===== config.mk =====
export PLATFORM = sky130hd
export DESIGN_NAME = perf_cnt_bank_flat
export DESIGN_NICKNAME = d
export VERILOG_FILES = /design/src/rtl/perf_cnt_bank_if.sv /design/src/rtl/perf_cnt_bank.sv /design/src/flat_wrapper.sv
export SDC_FILE = /design/constraint.sdc
export NUM_CORES = 1
export LEC_CHECK = 0
export CORE_UTILIZATION = 55
export DETAILED_ROUTE_END_ITERATION = 8
export GPL_TIMING_DRIVEN = 0
export PLACE_DENSITY_LB_ADDON = 0.15
export SKIP_CTS_REPAIR_TIMING = 1
export SYNTH_ARGS = -nofsm -noshare
export SYNTH_HDL_FRONTEND = slang
export SYNTH_SLANG_ARGS = --single-unit

===== constraint.sdc =====
create_clock -name clk -period 2.55 [get_ports clk]
set_input_delay 0.51 -clock clk [delete_from_list [all_inputs] [get_ports clk]]
set_output_delay 0.51 -clock clk [all_outputs]
set_load 0.01 [all_outputs]

===== src/rtl/perf_cnt_bank_if.sv =====
// Control and read-port bundle for perf_cnt_bank.
// The snap strobe exists only when PERF_CNT_SNAPSHOT_EN is defined.
interface perf_cnt_bank_if #(
    parameter int CNT_W   = 32,
    parameter int NUM_EVT = 4
);
    localparam int NCH   = NUM_EVT + 1;
    localparam int SEL_W = (NCH > 1) ? $clog2(NCH) : 1;

    logic [NUM_EVT-1:0] evt_inc;
    logic [NCH-1:0]     str_cnt;
    logic               stp_cnt;
    logic               clr_cnt;
    logic [SEL_W-1:0]   rd_sel;
    logic [CNT_W-1:0]   rd_data;
    logic [NCH-1:0]     ovf_flags;
    logic               cnt_active;
    logic [1:0]         bank_state;
`ifdef PERF_CNT_SNAPSHOT_EN
    logic               snap;
`endif

    modport master (
`ifdef PERF_CNT_SNAPSHOT_EN
        output snap,
`endif
        output evt_inc, str_cnt, stp_cnt, clr_cnt, rd_sel,
        input  rd_data, ovf_flags, cnt_active, bank_state
    );

    modport slave (
`ifdef PERF_CNT_SNAPSHOT_EN
        input  snap,
`endif
        input  evt_inc, str_cnt, stp_cnt, clr_cnt, rd_sel,
        output rd_data, ovf_flags, cnt_active, bank_state
    );
endinterface


===== src/rtl/perf_cnt_bank.sv =====
// Performance-counter bank: channel 0 counts cycles, channels 1..NUM_EVT count event strobes.
// Define PERF_CNT_SNAPSHOT_EN to add a snap-loaded shadow bank that feeds rd_data/ovf_flags.
module perf_cnt_bank #(
    parameter int CNT_W    = 32,
    parameter int NUM_EVT  = 4,
    parameter int SAT_MODE = 0
) (
    input logic             clk,
    input logic             rst,
    perf_cnt_bank_if.slave  bus
);
    localparam int NCH   = NUM_EVT + 1;
    localparam int SEL_W = (NCH > 1) ? $clog2(NCH) : 1;

    typedef enum logic [1:0] {
        IDLE   = 2'b00,
        RUN    = 2'b01,
        HALTED = 2'b10
    } state_t;

    logic [CNT_W-1:0] cnt     [NCH];
    logic [CNT_W-1:0] cnt_nxt [NCH];
    logic [CNT_W:0]   bumped  [NCH];
    logic [NCH-1:0]   arm, arm_nxt;
    logic [NCH-1:0]   ovf, ovf_nxt;
    logic [NCH-1:0]   hit;
    logic [CNT_W-1:0] rd_src, rd_q;
    state_t           state, state_nxt;

    // Returns {overflow, next_count}; saturating builds hold at all-ones.
    function automatic logic [CNT_W:0] bump(input logic [CNT_W-1:0] v);
        if (&v)
            return (SAT_MODE != 0) ? {1'b1, v} : {1'b1, {CNT_W{1'b0}}};
        return {1'b0, v + CNT_W'(1)};
    endfunction

    assign hit = {bus.evt_inc, 1'b1};

    always_comb begin
        for (int c = 0; c < NCH; c++) bumped[c] = bump(cnt[c]);
    end

    // Priority: clear beats stop beats start beats increment.
    always_comb begin
        cnt_nxt = cnt;
        ovf_nxt = ovf;
        arm_nxt = bus.stp_cnt ? '0 : (arm | bus.str_cnt);
        for (int c = 0; c < NCH; c++) begin
            if (bus.clr_cnt) begin
                cnt_nxt[c] = '0;
                ovf_nxt[c] = 1'b0;
            end else if (arm[c] && hit[c] && !bus.stp_cnt) begin
                cnt_nxt[c] = bumped[c][CNT_W-1:0];
                ovf_nxt[c] = ovf[c] | bumped[c][CNT_W];
            end
        end
    end

    always_comb begin
        state_nxt = state;
        if (bus.clr_cnt && arm_nxt == '0) begin
            state_nxt = IDLE;
        end else begin
            case (state)
                IDLE:    if (|arm_nxt) state_nxt = RUN;
                RUN:     if (bus.stp_cnt) state_nxt = HALTED;
                HALTED:  if (|arm_nxt) state_nxt = RUN;
                default: state_nxt = IDLE;
            endcase
        end
    end

    always_ff @(posedge clk) begin
        if (rst) begin
            arm   <= '0;
            ovf   <= '0;
            state <= IDLE;
            rd_q  <= '0;
            for (int c = 0; c < NCH; c++) cnt[c] <= '0;
        end else begin
            arm   <= arm_nxt;
            ovf   <= ovf_nxt;
            state <= state_nxt;
            rd_q  <= rd_src;
            for (int c = 0; c < NCH; c++) cnt[c] <= cnt_nxt[c];
        end
    end

`ifdef PERF_CNT_SNAPSHOT_EN
    logic [CNT_W-1:0] shd [NCH];
    logic [NCH-1:0]   shd_ovf;

    // Shadow captures post-update values; clr_cnt leaves it alone.
    always_ff @(posedge clk) begin
        if (rst) begin
            shd_ovf <= '0;
            for (int c = 0; c < NCH; c++) shd[c] <= '0;
        end else if (bus.snap) begin
            shd_ovf <= ovf_nxt;
            for (int c = 0; c < NCH; c++) shd[c] <= cnt_nxt[c];
        end
    end

    always_comb begin
        rd_src = '0;
        for (int c = 0; c < NCH; c++)
            if (bus.rd_sel == SEL_W'(c)) rd_src = shd[c];
    end

    assign bus.ovf_flags = shd_ovf;
`else
    always_comb begin
        rd_src = '0;
        for (int c = 0; c < NCH; c++)
            if (bus.rd_sel == SEL_W'(c)) rd_src = cnt[c];
    end

    assign bus.ovf_flags = ovf;
`endif

    assign bus.rd_data    = rd_q;
    assign bus.cnt_active = |arm;
    assign bus.bank_state = state;
endmodule


===== src/flat_wrapper.sv =====
// flat-port wrapper written by rule: the top's interface ports become plain ports
module perf_cnt_bank_flat 
#(
    parameter int CNT_W    = 32,
    parameter int NUM_EVT  = 4,
    parameter int SAT_MODE = 0
)
  (clk, rst, bus_evt_inc, bus_str_cnt, bus_stp_cnt, bus_clr_cnt, bus_rd_sel, bus_rd_data, bus_ovf_flags, bus_cnt_active, bus_bank_state);
  perf_cnt_bank_if #(.CNT_W(CNT_W), .NUM_EVT(NUM_EVT)) bus_i ();
  input logic clk;
  input logic rst;
  input wire logic [$bits(bus_i.evt_inc)-1:0] bus_evt_inc;
  input wire logic [$bits(bus_i.str_cnt)-1:0] bus_str_cnt;
  input wire logic [$bits(bus_i.stp_cnt)-1:0] bus_stp_cnt;
  input wire logic [$bits(bus_i.clr_cnt)-1:0] bus_clr_cnt;
  input wire logic [$bits(bus_i.rd_sel)-1:0] bus_rd_sel;
  output wire logic [$bits(bus_i.rd_data)-1:0] bus_rd_data;
  output wire logic [$bits(bus_i.ovf_flags)-1:0] bus_ovf_flags;
  output wire logic [$bits(bus_i.cnt_active)-1:0] bus_cnt_active;
  output wire logic [$bits(bus_i.bank_state)-1:0] bus_bank_state;
  assign bus_i.evt_inc = bus_evt_inc;
  assign bus_i.str_cnt = bus_str_cnt;
  assign bus_i.stp_cnt = bus_stp_cnt;
  assign bus_i.clr_cnt = bus_clr_cnt;
  assign bus_i.rd_sel = bus_rd_sel;
  assign bus_rd_data = bus_i.rd_data;
  assign bus_ovf_flags = bus_i.ovf_flags;
  assign bus_cnt_active = bus_i.cnt_active;
  assign bus_bank_state = bus_i.bank_state;
  perf_cnt_bank #(.CNT_W(CNT_W), .NUM_EVT(NUM_EVT), .SAT_MODE(SAT_MODE)) u_core (.clk(clk), .rst(rst), .bus(bus_i));
endmodule

# ---- Word-level counts from Yosys, hierarchy flattened
# Cells that the tools add are included.
dict set report word_totals {
  register_bits 204
  elab_cells 81
}
dict set report classes {
  eq_ne 8
  bitwise 6
  mux 24
  reduce_logical 25
  addsub 5
}
# operator count
set ops {}
lappend ops {{$mux W33} 10}
lappend ops {{$add A32 B1 Y32 const B} 5}
lappend ops {{$mux W32} 5}
lappend ops {{$reduce_and A32 Y1} 5}
lappend ops {{$logic_and A1 B1 Y1} 10}
lappend ops {{$reduce_or A5 Y1} 2}
lappend ops {{$eq A3 B2 Y1 const B} 2}
lappend ops {{$reduce_or A2 Y1} 3}
lappend ops {{$logic_not A5 Y1} 1}
lappend ops {{$mux W1} 5}
lappend ops {{$mux W5} 1}
lappend ops {{$or A1 B1 Y1} 5}
lappend ops {{$or A5 B5 Y5} 1}
lappend ops {{$mux W2} 2}
lappend ops {{$pmux W2 S2} 1}
lappend ops {{$eq A3 B1 Y1 const B} 1}
lappend ops {{$eq A3 B3 Y1 const B} 1}
lappend ops {{$logic_not A3 Y1} 1}
lappend ops {{$eq A2 B1 Y1 const B} 1}
lappend ops {{$eq A2 B2 Y1 const B} 1}
lappend ops {{$logic_not A2 Y1} 1}
lappend ops {{$ne A2 B1 Y1 const B} 1}
lappend ops {{$ne A2 B2 Y1 const B} 1}
lappend ops {{$reduce_and A2 Y1} 1}
lappend ops {{$logic_not A1 Y1} 1}

# ---- Logic depth before layout (Yosys ltp)
# Gate-level depths: netlist (run 1).
dict set report logic_depth {
  word_depth 6
  mapped_depth 8
}

# ---- Worst setup path before layout (run 1)
# No wires, ideal clock.
dict set report synth_timing {
  path_kind {input-to-reg}
  start {in bus_stp_cnt}
  end {reg u_core.cnt[34] (netlist bit)}
  stages 7
  required_time_ns 2.433
  arrival_ns 1.808
  path_slack_ns 0.625
  cell_sequence {buf_6 -> nand3b_4 -> nor4_4 -> nand2_1 -> o21ai_2 -> buf_2 -> nor2_1}
}
dict set report synth_via {
  elab_chain_len 2
}
# element line_no
set synth_lines {}
lappend synth_lines {{from (decl)} flat_wrapper.sv:14} ;# input wire logic [$bits(bus_i.stp_cnt)-1:0] bus_stp_cnt;
lappend synth_lines {{$logic_not A1 Y1} perf_cnt_bank.sv:52} ;# end else if (arm[c] && hit[c] && !bus.stp_cnt) begin
lappend synth_lines {{$logic_and A1 B1 Y1} perf_cnt_bank.sv:52}
lappend synth_lines {{to (decl)} perf_cnt_bank.sv:21} ;# logic [CNT_W-1:0] cnt [NCH];
# No other way between the ends.
# A chain may end at the register's enable or synchronous reset.

# ---- Final worst setup path (run 1)
dict set report layout_timing {
  start {in bus_stp_cnt}
  end {reg u_core.cnt[157] (netlist bit)}
}
# Same word-level chain as after synthesis.

==> results.py, run 1 <==
metrics = {
    "timing": {
        "max_freq_mhz": 398.9,
        "drv_slew": 0,
        "period_share": 0.9831,
        "timing.final.ws_setup_ns": 0.04297,
        "min_period_ns": 2.507,
        "final_hold_viol_count": 0,
        "skew_ns": 0.01343,
        "setup_violations": 0,
        "rsz0062_at_grt": "false",
        "tightest_slew_ns": 0.9969,
        "max_slew_margin": 0.3299,
        "hold_ws_ns": 0.4716,
    },
    "die": {
        "die-area_sq_um": 18400,
        "chipHeight_microns": 135.7,
        "start_util": 0.5660,
        "ioPinCount": 56,
        "die_x_microns": 135.7,
        "core_sq_um": 17360,
        "num_rows": 48,
    },
    "routing": {
        "post-route-drc-count": 0,
        "drt-pass1-iter-count": 5,
        "avgViaCountPerCell": 5.934,
        "routed_wl_microns": 27080,
        "detail-route-antenna-nets": 0,
        "num_vias": 8557,
        "drt-initial-drc-count": 624,
        "wl_per_cell_microns": 18.78,
    },
    "worst_setup_path": {
        "crit_chain": "clkdlybuf4s50_1 -> buf_6 -> nand4b_1 -> nor4_1 -> nand4_1 -> xor2_1 -> nor2_1",
        "end_kind": "flop",
        "crit_required_ns": 2.96,
        "r2r_setup_slack_ns": 0.17,
        "rr_startpoint": "u_core.cnt[128]",
        "crit_path_top_delay_cell": "nor4_1",
        "cp_max_fo": 10,
        "cp.arrival_ns": 2.92,
        "crit_start": "bus_stp_cnt",
        "ff2ff_path_depth": 8,
        "reg2reg_to": "u_core.cnt[139]",
        "path_class": "in2reg",
        "worstSetupStartpointType": "primary input",
        "cpPeakStageDelay_ns": 0.79,
        "endpoint": "u_core.cnt[157]",
    },
    "synth": {
        "ys_seq_area_frac": 0.4157,
        "ys_ff_latch": 204,
        "synthAdderAreaFrac": 0.006368,
        "synth_ff_type": "dfxtp_1",
        "synthArstFlopShare": 0,
        "synth.distinct_cells": 62,
        "synth_xor_area_frac": 0.1302,
        "synth_edf_count": 0,
        "postSynthCellCount": 1122,
        "avgSynthCellArea_sq_um": 8.756,
        "synthMuxAreaShare": 0.04610,
        "synth_simple_gate_area_share": 0.2908,
        "synth-compound-area-share": 0.07960,
        "synthesis.nets": 1143,
        "yosysTopAreaCell": "dfxtp_1",
        "synth_top_area_frac": 0.4157,
        "synth.area.top_cells": "dfxtp_1, xor2_1, nor2_1, nand4_1, xnor2_1",
        "syn_area_sq_um": 9824,
        "yosys_warnings": 0,
        "synth_top_family_by_area": "simple AND/OR/NAND/NOR gates",
    },
    "flow_run": {
        "cap_viol_max_count": 0,
    },
    "clock_network": {
        "cts.clk_slew.worst_paths_ns": 0.07,
        "cts_tree": "yes",
        "cts_inserted_buffers": 22,
        "cts_root_buf": "clkbuf_16",
        "clk_latency_ns": 0.51,
        "clockBufferDepth": 3,
        "cts.sinks": 204,
        "htree_levels": 1,
    },
    "min_path": {
        "hold_class": "reg2reg",
        "whs_path_depth": 1,
    },
    "pwr": {
        "p_seq_frac": 0.469,
        "p_comb_frac": 0.039,
        "p_sw_frac": 0.2218,
        "switchingPower_w": 0.001521,
        "power_density_nw_per_um2": 599.8,
        "cellInternalPower_w": 0.005334,
        "irDropWorstVdd_v": 0.0006773,
        "leakagePower_nw": 3.875,
        "p_clk_frac": 0.492,
    },
    "finish": {
        "drive_above_1_share": 0.09121,
        "area_growth_pct": 16.31,
        "fillers": 1480,
        "final_nets": 1222,
        "n_antenna_cell": 0,
    },
    "grt": {
        "grt_max_degree": 15,
        "grt_overflow": 0,
        "grt_pass1_wl_microns": 41870,
        "grt_pass1_vias": 7698,
        "grtUsageTotal": 0.2966,
        "antenna_found_initial": 0,
    },
    "place": {
        "place_ws_ns": -0.4808,
        "portBuffers": 53,
        "gp_congestion": 0.9133,
        "detailed_place_hpwl_microns": 20370,
    },
    "outcome": {
        "outcome": "complete, no violations",
    },
}
==> through the flow <==
step                      total power, W  area, sq um    util  cells  TNS [ns]
after floorplan                 0.003437         9824       -   1122         0
after global placement          0.003548        10640  0.6128   1400    -37.23
after detailed placement        0.003549        10640  0.6128   1400    -35.15
after CTS                       0.006881        11400  0.6569   1440         0
after global routing            0.007015        11430  0.6584   1442         0
final                           0.006854        11430  0.6584   1442         0
==> cells in the mapped netlist, types with 4 or more instances <==
library cell,count
nand4_1,65
xnor2_1,46
dfxtp_1,204
a211oi_1,23
ha_1,5
o21ai_0,32
nor2_2,4
nor4_1,12
nor2_1,221
nor4_2,5
nor3_1,28
clkbuf_1,27
o21a_1,6
a22oi_1,32
a21oi_1,10
mux2i_1,25
or4_1,5
nand2_1,78
inv_1,10
and3_1,23
buf_2,17
and4_1,16
and2_1,5
or3_1,8
xor2_1,100
nand4_2,5
nand3_1,52
mux4_2,9
buf_6,4
==> layout make-up <==
| class | instances | area [sq um] | area share |
|---|---|---|---|
| timing repair buffer | 55 | 545.5 | 0.04774 |
| tap | 225 | 281.5 | 0.02464 |
| multi-input combinational | 853 | 5443 | 0.4763 |
| sequential | 204 | 4084 | 0.3574 |
| clock buffer | 27 | 620.6 | 0.05431 |
| buffer | 54 | 266.5 | 0.02332 |
| clock inverter | 13 | 145.1 | 0.01270 |
| inverter | 11 | 41.29 | 0.003613 |
==> power groups by stage <==
stage / Combinational [W] / Sequential, W / Clock [W]
global route: 0.000290 / 0.00321 / 0.00351
floorplan: 0.000149 / 0.00329 / 0
global placement: 0.000262 / 0.00329 / 0
detailed placement: 0.000263 / 0.00329 / 0
CTS: 0.000265 / 0.00321 / 0.00340
finish: 0.000270 / 0.00321 / 0.00337
==> registers in the layout, indices dropped and copies added, names as in the netlist <==
register               flops
u_core.arm                 5
u_core.bus.rd_data        32
u_core.bus.ovf_flags       5
u_core.cnt               160
u_core.bus.bank_state      2
==> metal layers <==
| metal | vias to the layer above | wire, microns | track usage |
|---|---|---|---|
| met5 | - | 0 | 0 |
| met4 | 0 | 1311 | 0.1342 |
| li1 | 4119 | - | - |
| met1 | 4067 | 12070 | 0.4098 |
| met2 | 307 | 11810 | 0.4493 |
| met3 | 64 | 1888 | 0.05275 |
==> kinds of logic (layout without fill, tap and decap cells) <==
group,Yosys count,count (layout)
DFF,204,204
and+or+nand+nor,554,554
adders and majority gates,5,5
AOI/OAI and AO/OA,114,114
muxes,34,34
xor gates and xnor gates,146,146
buffers and inverters,65,160
==> worst max-delay path: cells and delay by family <==
family        cells  cell delay (ns)
buf+inv           2             0.79
xor+xnor          1             0.19
simple gates      4             1.43
==> cells in the final DEF (no fill, tap or decap), types with 10 or more instances in the layout <==
| cell | n |
|---|---|
| clkbuf_1 | 28 |
| and4_1 | 16 |
| inv_1 | 10 |
| dfxtp_1 | 204 |
| o21ai_0 | 32 |
| nand2_1 | 77 |
| xnor2_1 | 46 |
| xor2_1 | 100 |
| nor3_1 | 28 |
| and3_1 | 23 |
| nand3_1 | 52 |
| buf_2 | 17 |
| nand4_1 | 65 |
| a21oi_1 | 10 |
| clkbuf_16 | 23 |
| a211oi_1 | 23 |
| clkdlybuf4s50_1 | 53 |
| a22oi_1 | 32 |
| mux2i_1 | 25 |
| nor4_1 | 12 |
| nor2_1 | 221 |
==> worst min-delay path by stage <==
stage | start | endpoint
after floorplan | u_core.cnt[158] | u_core.cnt[158]
after global placement | u_core.bus.ovf_flags[1] | u_core.bus.ovf_flags[1]
after detailed placement | u_core.bus.ovf_flags[3] | u_core.bus.ovf_flags[3]
after CTS | u_core.bus.ovf_flags[0] | u_core.bus.ovf_flags[0]
after global routing | u_core.bus.ovf_flags[0] | u_core.bus.ovf_flags[0]
final | u_core.bus.ovf_flags[3] | u_core.bus.ovf_flags[3]
No activity file was read; power rests on OpenSTA's default activity.
==> run 2: changes to the inputs <==
- clock period: 2.55 -> 3.1 ns (I/O delays scaled with it)
==> run 2 against run 1 <==
  * Core utilization is 0.14 points lower
  * Hold slack hardly changed
  * Critical path depth is 1 higher
  * Sequential share of layout area is 0.078 points higher
  * Non-clock buffer count is 2 lower
  * Flip-flop and latch count stayed put
  * Register-to-register slack better by 0.43 ns
  * Worst setup slack better by 0.39 ns
==> results.py, run 2 (same netlist as run 1, synthesis figures left out) <==
metrics = {
    "outcome": {
        "outcome": "complete, no violations",
    },
    "worst_setup_path": {
        "crit_required_ns": 3.49,
        "worstSetupStartpointType": "primary input",
        "rr_startpoint": "u_core.cnt[128]",
        "cp.arrival_ns": 3.06,
        "cp_max_fo": 10,
        "crit_chain": "clkdlybuf4s50_1 -> buf_6 -> nand3b_4 -> nor4_4 -> nand2_1 -> o21ai_2 -> buf_2 -> nor2_1",
        "path_class": "in2reg",
        "cpPeakStageDelay_ns": 0.56,
        "end_kind": "flop",
        "crit_path_top_delay_cell": "clkdlybuf4s50_1",
        "crit_start": "bus_stp_cnt",
    },
    "place": {
        "gp_congestion": 0.9133,
        "portBuffers": 53,
        "place_ws_ns": -0.04082,
        "place_area_sq_um": 10640,
        "detailed_place_hpwl_microns": 20370,
    },
    "flow_run": {
        "cap_viol_max_count": 0,
    },
    "timing": {
        "skew_ns": 0.01036,
        "timing.final.ws_setup_ns": 0.4375,
        "rsz0062_at_grt": "false",
        "tns_ns": 0,
        "max_slew_margin": 0.2948,
        "tightest_slew_ns": 1.049,
        "drv_slew": 0,
        "max_freq_mhz": 375.6,
        "final_hold_viol_count": 0,
        "min_period_ns": 2.663,
        "period_share": 0.8589,
        "setup_violations": 0,
    },
    "grt": {
        "grt_pass1_wl_microns": 41870,
        "grtUsageTotal": 0.2966,
        "grt_busiest_layer": "met2",
        "grt_use_met1": 0.4098,
        "antenna_found_initial": 0,
        "grt_pass1_vias": 7698,
        "met2_usage": 0.4493,
        "met3_usage": 0.05275,
        "grt_overflow": 0,
        "grt_max_degree": 15,
    },
    "routing": {
        "detail-route-antenna-nets": 0,
        "routed_wl_microns": 26890,
        "drt-initial-drc-count": 684,
        "num_vias": 8595,
        "wl_per_cell_microns": 18.67,
        "post-route-drc-count": 0,
        "drt-pass1-iter-count": 5,
        "avgViaCountPerCell": 5.969,
    },
    "clock_network": {
        "cts_root_buf": "clkbuf_16",
        "cts.clk_slew.worst_paths_ns": 0.06,
        "htree_levels": 1,
        "cts_inserted_buffers": 22,
        "clockBufferDepth": 3,
        "cts.sinks": 204,
        "clk_latency_ns": 0.51,
        "cts_tree": "yes",
    },
    "min_path": {
        "hold_start": "u_core.bus.ovf_flags[0]",
        "hold_class": "reg2reg",
    },
    "pwr": {
        "power_density_nw_per_um2": 493.4,
        "irDropWorstVdd_v": 0.0005569,
        "power_w": 0.005626,
        "leakagePower_nw": 3.864,
    },
    "finish": {
        "regMostFlops": "u_core.cnt",
        "largest_reg_flops": 160,
        "final_common_cell": "nor2_1",
        "final_nets": 1220,
        "design_area_sq_um": 11400,
        "area_growth_pct": 16.06,
        "fillers": 1485,
        "n_antenna_cell": 0,
        "mostFrequentLayoutCells": "nor2_1, dfxtp_1, xor2_1",
        "drive_above_1_share": 0.08889,
    },
    "die": {
        "start_util": 0.5660,
        "die_x_microns": 135.7,
        "num_rows": 48,
        "ioPinCount": 56,
        "die-area_sq_um": 18400,
        "core_sq_um": 17360,
        "chipHeight_microns": 135.7,
    },
}
## run 2: worst paths after layout
path	to	slack, ns	cells past startpoint
setup / recovery	u_core.cnt[57]	0.44	8
hold / removal	u_core.bus.ovf_flags[0]	0.47	1
setup reg to reg	u_core.cnt[139]	0.60	8
hold reg to reg	u_core.bus.ovf_flags[0]	0.47	1
## run 2: cell type report
class / instances / area [sq um] / share of cell area
multi-input combinational: 853 / 5433 / 0.4765
sequential: 204 / 4084 / 0.3582
clock buffer: 27 / 620.6 / 0.05443
timing repair buffer: 53 / 530.5 / 0.04653
tap: 225 / 281.5 / 0.02469
buffer: 54 / 266.5 / 0.02337
clock inverter: 13 / 145.1 / 0.01273
inverter: 11 / 41.29 / 0.003621
## run 2: power breakdown
group / leakage (nW) / switching (W) / internal [W] / total, W
clock network: 0.380 / 0.00109 / 0.00167 / 0.00276
logic: 1.84 / 0.000140 / 0.0000792 / 0.000220
registers: 1.65 / 0.0000107 / 0.00263 / 0.00264
## run 2: metrics by stage
step | utilization | hold slack, ns | cells
after CTS | 0.6569 | 0.4723 | 1440
final | 0.6569 | 0.4717 | 1440
after global placement | 0.6128 | 0.4481 | 1400
after global routing | 0.6569 | 0.4770 | 1440
after floorplan | - | 0.4635 | 1122
after detailed placement | 0.6128 | 0.4557 | 1400
## run 2: metal layers
layer | share of wire | vias to the layer above
met1 | 0.43 | 4067
met3 | 0.082 | 58
li1 | - | 4110
met5 | 0 | -
met2 | 0.44 | 360
met4 | 0.047 | 0
## run 2: worst max-delay path: cells and delay by family
kind / cells / cell delay, ns
and+or+nand+nor: 4 / 0.97
AOI/OAI and AO/OA: 1 / 0.38
buffers and inverters: 3 / 1.08
==> patch (config.mk and constraints of run 1) <==
`rd_q` no longer has a reset.
--- a/src/rtl/perf_cnt_bank.sv
+++ b/src/rtl/perf_cnt_bank.sv
@@ -75,15 +75,17 @@
             arm   <= '0;
             ovf   <= '0;
             state <= IDLE;
-            rd_q  <= '0;
             for (int c = 0; c < NCH; c++) cnt[c] <= '0;
         end else begin
             arm   <= arm_nxt;
             ovf   <= ovf_nxt;
             state <= state_nxt;
-            rd_q  <= rd_src;
             for (int c = 0; c < NCH; c++) cnt[c] <= cnt_nxt[c];
         end
+    end
+
+    always_ff @(posedge clk) begin
+        rd_q <= rd_src;
     end
 
 `ifdef PERF_CNT_SNAPSHOT_EN
Function: differs if rst is asserted again (counterexample within 4 cycles, from zero or initial values and one cycle with rst high); with rst held inactive, the same outputs for 4 cycles.
==> patch against run 1 <==
Final cell count fell by 1.3%. Hold slack got worse by 91 ps. Critical path type is now register to register. Setup slack improved by 31 ps. Highest routed layer unchanged. Sequential cell count stayed put. Area after synthesis decreased by 2.4%. Power down 1.4%. Final area shrank 1.2%. Wire length shrank 7.7%.
==> patch: results (changes against run 1) <==
[detailed_routing] detailed-route via count 8309 [-2.9%]
[detailed_routing] number of design-rule violations left by the first detailed-router iteration 693 [+11%]
[yosys] sequential cell area fraction in the yosys report 42.6% [+1.0 points]
[detailed_routing] wire length on met1 11.3 mm [-6.4%]
[place] final estimated routing congestion in global placement 0.927 [+1.5%]
[finish] number of nets in the final layout 1212 [-0.82%]
[critical_path] destination of the worst register-to-register timing path u_core.cnt[57]
[hold_path] endpoint of the worst hold path u_core.arm[0]
[yosys] Net Count, Synth 1126 [-1.5%]
[clock_network] clk slew on worst S/H paths 60 ps
[critical_path] R2R depth 6 [-2]
[detailed_routing] met2 WL 11.4 mm [-3.7%]
[yosys] number of library cell types mapped by synthesis 53 [-15%]
[place] count of input and output buffers 52 [-1.9%]
[critical_path] data arrival time of the critical path 2860 ps [-60 ps]
[hold_path] worst hold path type primary input to register
[critical_path] Worst path max stage delay 770 ps [-20 ps]
[sta] worst hold slack 381 ps [-90.5 ps]
[detailed_routing] routed wire length per instance 17.6 um [-6.5%]
[place] area after detailed placement 10400 sq um [-2.4%]
[place] HPWL after DPL 18.1 mm [-11%]
[hold_path] startpoint of the most critical hold path rst
[critical_path] Reg2Reg Setup Slack 70 ps [-100 ps]
[critical_path] Crit Path Class register to register
[yosys] leading post-synthesis cells by instance count dfxtp_1 (204), nor2_1 (183), xor2_1 (100), nand2_1 (79), nand4_1 (65)
[pwr] VDD IR max 0.000568 V [-16%]
[global_route] vias in the first global route 7583 [-1.5%]
[hold_path] count of cells along the worst hold path 2 [+1]
[detailed_routing] WL met3 1.55 mm [-18%]
[outcome] status finished, final reports clean
[yosys] Synthesis Warnings 0 [unchanged]
[global_route] wire length of the first global-routing pass 39.6 mm [-5.5%]
[global_route] global routing usage summed across all routing layers 28.1% [-1.6 points]
[yosys] largest cells by area after synthesis dfxtp_1 (43%), xor2_1 (9.1%), nor2_1 (7.2%)
[place] post-place setup slack -855 ps [-374 ps]
[global_route] initial antenna violation count 1 [+1]
[sta] worst setup skew after layout 26.7 ps [+13.2 ps]
## patch: changes by cell type after synthesis, sizes merged, moves of 5 or more
cell and change:
nor2 -22, a211oi -23, buf -7, o21ai -13, and3 -8, a21oi +29
o22ai +23, inv +13, xnor2 -5, clkbuf +7, a22oi -8
## patch: cell families after synthesis
family	share of synthesized area [%]
and+or+nand+nor	27.8
DFF	42.6
xor gates and xnor gates	12.9
AOI/OAI and AO/OA	7.74
buffers and inverters	3.61
muxes	4.70
adders and majority gates	0.652
## patch: through the flow
step / cells / power [W]
2_1_floorplan: 1105 / 0.00341
3_3_place_gp: 1377 / 0.00349
3_5_place_dp: 1377 / 0.00349
4_1_cts: 1412 / 0.00679
5_1_grt: 1422 / 0.00696
6_report: 1423 / 0.00676
## patch: how the worst max path moves through the flow
stage          slack, ps        endpoint  cells after the start
2_1_floorplan        330  u_core.cnt[37]                      7
3_3_place_gp        -800  u_core.cnt[93]                      9
3_5_place_dp        -850  u_core.cnt[80]                      9
4_1_cts             -340  u_core.cnt[88]                      9
5_1_grt               -1  u_core.cnt[86]                     10
6_report              70  u_core.cnt[57]                      6
## patch: metal layers
layer / GRT usage, % / up-vias
li1: - / 4040
met1: 38.7 / 3944
met4: 10.0 / 0
met5: 0 / -
met2: 44.5 / 274
met3: 4.38 / 51
## patch: where the power goes
part           internal, W  switching (W)  total, W
Sequential         0.00319     0.00000838   0.00320
Combinational    0.0000773       0.000153  0.000230
Clock              0.00203        0.00130   0.00333
## patch: layout make-up
cell class                 count  area [sq um]
buffer                        54           268
clock inverter                10           164
tap                          220           275
multi-input combinational    824          5240
antenna                        1          2.50
clock buffer                  25           582
fill                        1423          5530
timing repair buffer          62           596
sequential                   204          4080
inverter                      23          86.3
## patch: worst register-to-register path, cell delays in order, from the launching register on
cell and delay [ps]:
dfxtp_1 450, nand4_1 190, nor4_1 770, or4b_4 610, nand2_8 150, buf_12 150, nor2_2 50
